### src/rtl/detector_jogada.sv
//------------------------------------------------------------------------------
// detector_jogada
//
// Input-conditioning stage for the memory-game datapath. The four raw player
// keys are synchronised, debounced as a whole vector, and then screened by a
// small Moore FSM. A play is accepted only when exactly one key is pressed.
// An accepted play is presented as a registered one-hot code with a one-cycle
// strobe. A multi-key press produces a one-cycle rejection strobe instead.
// After either outcome, all keys must be released before the next play can
// be taken. Keys held across plays are therefore never accepted twice.
//
// Parameters:
//   DEBOUNCE_CYCLES : consecutive cycles the synchronised vector must differ
//                     from the filtered vector before the change is accepted
//                     (>= 1)
//   CNT_W           : debounce counter width, 2**CNT_W > DEBOUNCE_CYCLES
//
// Ports:
//   clock               in   system clock, rising edge
//   reset               in   synchronous, active-low reset
//   habilita            in   1 = plays may be captured (from control unit)
//   chaves[3:0]         in   raw asynchronous key levels, 1 = pressed
//   jogada[3:0]         out  registered one-hot code of last accepted play
//   jogada_feita        out  one-cycle strobe, jogada valid in same cycle
//   chave_invalida      out  one-cycle strobe, multi-key press rejected
//   db_chaves_filtradas out  debounced key vector
//   db_estado[3:0]      out  FSM state code (0..4) for the 7-segment display
//------------------------------------------------------------------------------
module detector_jogada #(
   parameter int DEBOUNCE_CYCLES = 50000,
   parameter int CNT_W           = 16
) (
   input  logic       clock,
   input  logic       reset,
   input  logic       habilita,
   input  logic [3:0] chaves,
   output logic [3:0] jogada,
   output logic       jogada_feita,
   output logic       chave_invalida,
   output logic [3:0] db_chaves_filtradas,
   output logic [3:0] db_estado
);

   typedef enum logic [2:0] {
      DESABILITADO  = 3'd0,
      AGUARDA_LIVRE = 3'd1,
      AGUARDA_TECLA = 3'd2,
      REGISTRA      = 3'd3,
      INVALIDA      = 3'd4
   } estado_t;

   localparam logic [CNT_W-1:0] CNT_LAST = CNT_W'(DEBOUNCE_CYCLES - 1);

   logic [3:0]       sync_a;
   logic [3:0]       sync_b;
   logic [3:0]       filtradas;
   logic [CNT_W-1:0] contador;

   estado_t          estado;
   estado_t          proximo;
   logic             carrega_jogada;
   logic             uma_tecla;
   logic             alguma_tecla;

   //---------------------------------------------------------------------------
   // Two-flop synchroniser and whole-vector debounce.
   // The counter measures how long the synchronised vector has differed from
   // the filtered one, not how long it has held one particular value. A
   // vector that keeps changing, while never matching the filtered value, is
   // still accepted after DEBOUNCE_CYCLES cycles. The value accepted is
   // whatever is present at that moment.
   //---------------------------------------------------------------------------
   always_ff @(posedge clock) begin
      if (!reset) begin
         sync_a    <= 4'b0000;
         sync_b    <= 4'b0000;
         filtradas <= 4'b0000;
         contador  <= '0;
      end else begin
         sync_a <= chaves;
         sync_b <= sync_a;
         if (sync_b == filtradas) begin
            contador <= '0;
         end else if (contador == CNT_LAST) begin
            filtradas <= sync_b;
            contador  <= '0;
         end else begin
            contador <= contador + CNT_W'(1);
         end
      end
   end

   // Exactly one bit set: non-zero, and clearing the lowest set bit leaves 0.
   assign alguma_tecla = (filtradas != 4'b0000);
   assign uma_tecla    = alguma_tecla && ((filtradas & (filtradas - 4'd1)) == 4'b0000);

   //---------------------------------------------------------------------------
   // FSM state register
   //---------------------------------------------------------------------------
   always_ff @(posedge clock) begin
      if (!reset) begin
         estado <= DESABILITADO;
      end else begin
         estado <= proximo;
      end
   end

   //---------------------------------------------------------------------------
   // Next state and Moore outputs. Dropping habilita wins over every other
   // transition. A strobe state that is already active still shows its output
   // for the current cycle, because the outputs depend only on the state.
   //---------------------------------------------------------------------------
   always_comb begin
      proximo        = estado;
      carrega_jogada = 1'b0;
      jogada_feita   = 1'b0;
      chave_invalida = 1'b0;

      case (estado)
         DESABILITADO: begin
            if (habilita) begin
               proximo = AGUARDA_LIVRE;
            end
         end
         AGUARDA_LIVRE: begin
            if (!alguma_tecla) begin
               proximo = AGUARDA_TECLA;
            end
         end
         AGUARDA_TECLA: begin
            if (uma_tecla) begin
               proximo        = REGISTRA;
               carrega_jogada = 1'b1;
            end else if (alguma_tecla) begin
               proximo = INVALIDA;
            end
         end
         REGISTRA: begin
            jogada_feita = 1'b1;
            proximo      = AGUARDA_LIVRE;
         end
         INVALIDA: begin
            chave_invalida = 1'b1;
            proximo        = AGUARDA_LIVRE;
         end
         default: begin
            proximo = DESABILITADO;
         end
      endcase

      if (!habilita) begin
         proximo        = DESABILITADO;
         carrega_jogada = 1'b0;
      end
   end

   //---------------------------------------------------------------------------
   // Play register: loaded on the same edge that enters REGISTRA, so the code
   // is already valid while jogada_feita is high. Dropping habilita does not
   // clear it.
   //---------------------------------------------------------------------------
   always_ff @(posedge clock) begin
      if (!reset) begin
         jogada <= 4'b0000;
      end else if (carrega_jogada) begin
         jogada <= filtradas;
      end
   end

   assign db_chaves_filtradas = filtradas;
   assign db_estado           = {1'b0, estado};

endmodule

### config.mk
export PLATFORM = sky130hd
export DESIGN_NAME = detector_jogada
export DESIGN_NICKNAME = d
export VERILOG_FILES = /design/src/rtl/detector_jogada.sv
export SDC_FILE = /design/constraint.sdc
export NUM_CORES = 1
export LEC_CHECK = 0
export BUFFER_PORTS_ARGS = -buffer_cell sky130_fd_sc_hd__buf_2
export CORE_MARGIN = 2
export CORE_UTILIZATION = 55
export DETAILED_ROUTE_END_ITERATION = 7
export GPL_TIMING_DRIVEN = 0
export PLACE_DENSITY = 0.84
export SLEW_MARGIN = 20
export SYNTH_ARGS = -nofsm -noshare
export SYNTH_HDL_FRONTEND = slang
export SYNTH_SLANG_ARGS = --single-unit
### constraint.sdc
create_clock -name clock -period 2.4 [get_ports clock]
set_input_delay 0.48 -clock clock [delete_from_list [all_inputs] [get_ports clock]]
set_output_delay 0.48 -clock clock [all_outputs]
set_load 0.005 [all_outputs]
==> results.cfg <==
[clock_tree]
clk_latency_ns = 0.34
path_clk_slew_ns = 0.11
clockBufferDepth = 2
htree_num_levels = 2
postCtsSetupRepairBufs = 0
cts_tree = yes
clockRootBuffer = clkbuf_4
cts_made_buffers = 5
cts-resized-gates = 0
numClockSinks = 35
hold_buffers = 0

[sta]
rsz0062_at_grt = false
maxSlewHeadroom_pct = 64.11
tightest_slew_ns = 0.5377
setup-violations-final = 0
finalCriticalPeriod_ns = 2.069
max_clock_freq_ghz = 0.4833
tns_ns = 0
drv_slew = 0
finalHoldViolCount = 0
fin_crit_sh_pct = 86.22
clock_skew_ns = 0.01422
hold_slack_ns = 0.3357

[power]
max-vdd-ir-drop_mv = 0.7324
cellPowerDensity_nw_per_um2 = 633.5
leakage_uw = 0.0006337
finalPower_uw = 1065

[worst_setup_path]
crit_type = reg -> reg
worstPathRequired_ns = 2.64
crit_path_top_delay_cell = or4_1
startpoint_type = register
reg2reg_from = contador[0]
path_max_fanout = 10
worstPathArrival_ns = 2.31
cp-startpoint = contador[0]
crit_path_end_kind = register
crit_chain = ha_1 -> nand3_1 -> or4_1 -> buf_6 -> nand3_4 -> buf_8 -> nor2_1
cpPeakStageDelay_ns = 0.62

[logic_synthesis]
ys_warn_count = 0
ys_types = 33
synth_top_area_cell = dfxtp_1
synth_seq_cells = 35
syn_avg_cell_area_um2 = 9.173
postSynthCellCount = 160
yosys.area.top_type_share_pct = 47.74
ys_seq_area_share_pct = 47.74
synth_nets = 168
synth.area.top_cells = dfxtp_1 (48%), xnor2_1 (9.5%), nor2_1 (5.1%)
syn_area_um2 = 1468

[worst_hold_path]
hp-start = chaves[1]
min_path_type = in -> reg

[global_routing]
grt_start_max_net_pins = 13
grt_pass1_wl_mm = 4.899
grt_util_all_layers_pct = 20.74
grt_antenna_before_repair = 0
grt_overflow = 0
grt_pass1_vias = 1187

[flow_run]
max-cap-violations = 0

[floorplan]
die_w_um = 55.66
ios = 21
dieHeight_um = 55.66
dieArea_um2 = 3097
core_region_area_um2 = 2500
rows = 18
initial_utilization_pct = 58.71

[route]
post_drt_wl_per_cell_um = 12.89
firstDrtPassIters = 4
vias_per_cell = 5.507
drt.antenna.violating_nets = 0
wirelength_mm = 2.797
first_iter_violations = 21
drcViolationCount = 0
via_count = 1195

[run_status]
status = finished, final reports clean

[final_layout]
postLayoutCoreUtil_pct = 67.27
drive_gt1_share_pct = 18.18
final_cells = 217
nFillCells = 203
antenna_cells = 0
final_nets = 194
area_growth_syn_to_layout_pct = 14.58

[place]
dp_hpwl_mm = 1.993
port_buffers = 19
dp.cells = 209
gp_congestion = 0.8771
==> Yosys cell counts (all sizes together) <==
library cell,number
a21o,1
or4,3
xnor2,16
a211oi,2
buf,3
and3,1
nor4,4
a31o,1
nand3,9
a31oi,2
inv,7
and2,8
o2111ai,1
o21ai,5
ha,1
xor2,1
nand2,10
or2,2
nor2,20
conb,1
nand4b,1
nor2b,4
nand4,6
mux2i,4
nor3b,1
a21oi,1
or4bb,1
dfxtp,35
clkbuf,2
nor3,7
==> critical path, delay by kind of cell (launching register included) <==
family / cells / cell delay [ns]
adder cells (fa/ha/maj): 1 / 0.21
flip-flops: 1 / 0.39
buffers and inverters: 2 / 0.30
AND/OR/NAND/NOR: 4 / 1.06
==> where the power goes <==
group,switching (µW),internal (µW)
Combinational,23.4,22.3
Sequential,6.61,591
Clock,203,219
Total,233,832
==> placed cells by master (no fill, tap or decap), types with 2 or more instances in the layout <==
| master | netlist | layout |
|---|---|---|
| dfxtp_1 | 35 | 35 |
| nor2_1 | 20 | 20 |
| buf_2 | 0 | 19 |
| xnor2_1 | 16 | 16 |
| nand2_1 | 10 | 10 |
| nand3_1 | 8 | 8 |
| and2_1 | 8 | 8 |
| inv_1 | 7 | 7 |
| nor3_1 | 7 | 7 |
| nand4_1 | 6 | 6 |
| o21ai_0 | 5 | 5 |
| clkbuf_4 | 0 | 5 |
| mux2i_1 | 4 | 4 |
| nor2b_1 | 4 | 4 |
| nor4_1 | 4 | 4 |
| or4_1 | 3 | 3 |
| or2_2 | 2 | 2 |
| clkbuf_1 | 2 | 2 |
| a211oi_1 | 2 | 2 |
| a31oi_1 | 2 | 2 |
==> cell families after synthesis <==
| kind of cell | Yosys count | synth area share [%] |
|---|---|---|
| xor+xnor | 17 | 10.14 |
| mux | 4 | 2.728 |
| other cells | 1 | 0.2555 |
| fa+ha+maj | 1 | 0.8524 |
| flops | 35 | 47.74 |
| buf+inv | 12 | 4.604 |
| simple gates | 77 | 28.05 |
| compound gates | 13 | 5.626 |
==> worst paths after layout <==
check | to | slack, ns | depth (start not counted)
setup / recovery | contador[2] | 0.33 | 7
hold / removal | sync_a[1] | 0.34 | 2
setup reg to reg | contador[2] | 0.33 | 7
hold reg to reg | sync_b[0] | 0.44 | 1
==> per-layer routing <==
layer  wire length, µm  share of wire, %  track usage (%)  vias up
met3               168               6.0            9.070       11
met2              1383                49            33.33       38
met1              1167                42            22.11      550
met4                78               2.8            13.24        0
met5                 0                 0                0        -
li1                  -                 -                -      596
==> metrics by stage <==
step	instance area, µm²	worst slack (ns)
after floorplan	1468	0.5328
after global placement	1600	0.4137
after detailed placement	1600	0.3384
after CTS	1682	0.3269
after global routing	1682	0.1935
final	1682	0.3308
==> layout make-up <==
cell class	instances	area, µm²	share of cell area, %
Inverter	7	26.28	1.563
Clock buffer	5	37.54	2.232
Tap cell	30	37.54	2.232
Clock inverter	3	43.79	2.604
Buffer	5	41.29	2.455
Multi-Input combinational cell	113	699.4	41.59
Timing Repair Buffer	19	95.09	5.655
Sequential cell	35	700.7	41.67
==> registers in the layout, summed over array words and instances (netlist names) <==
name,flops
contador,16
db_chaves_filtradas,4
jogada,4
sync_a,4
sync_b,4
estado,3
Note: power is estimated with default switching activity, not from simulation.
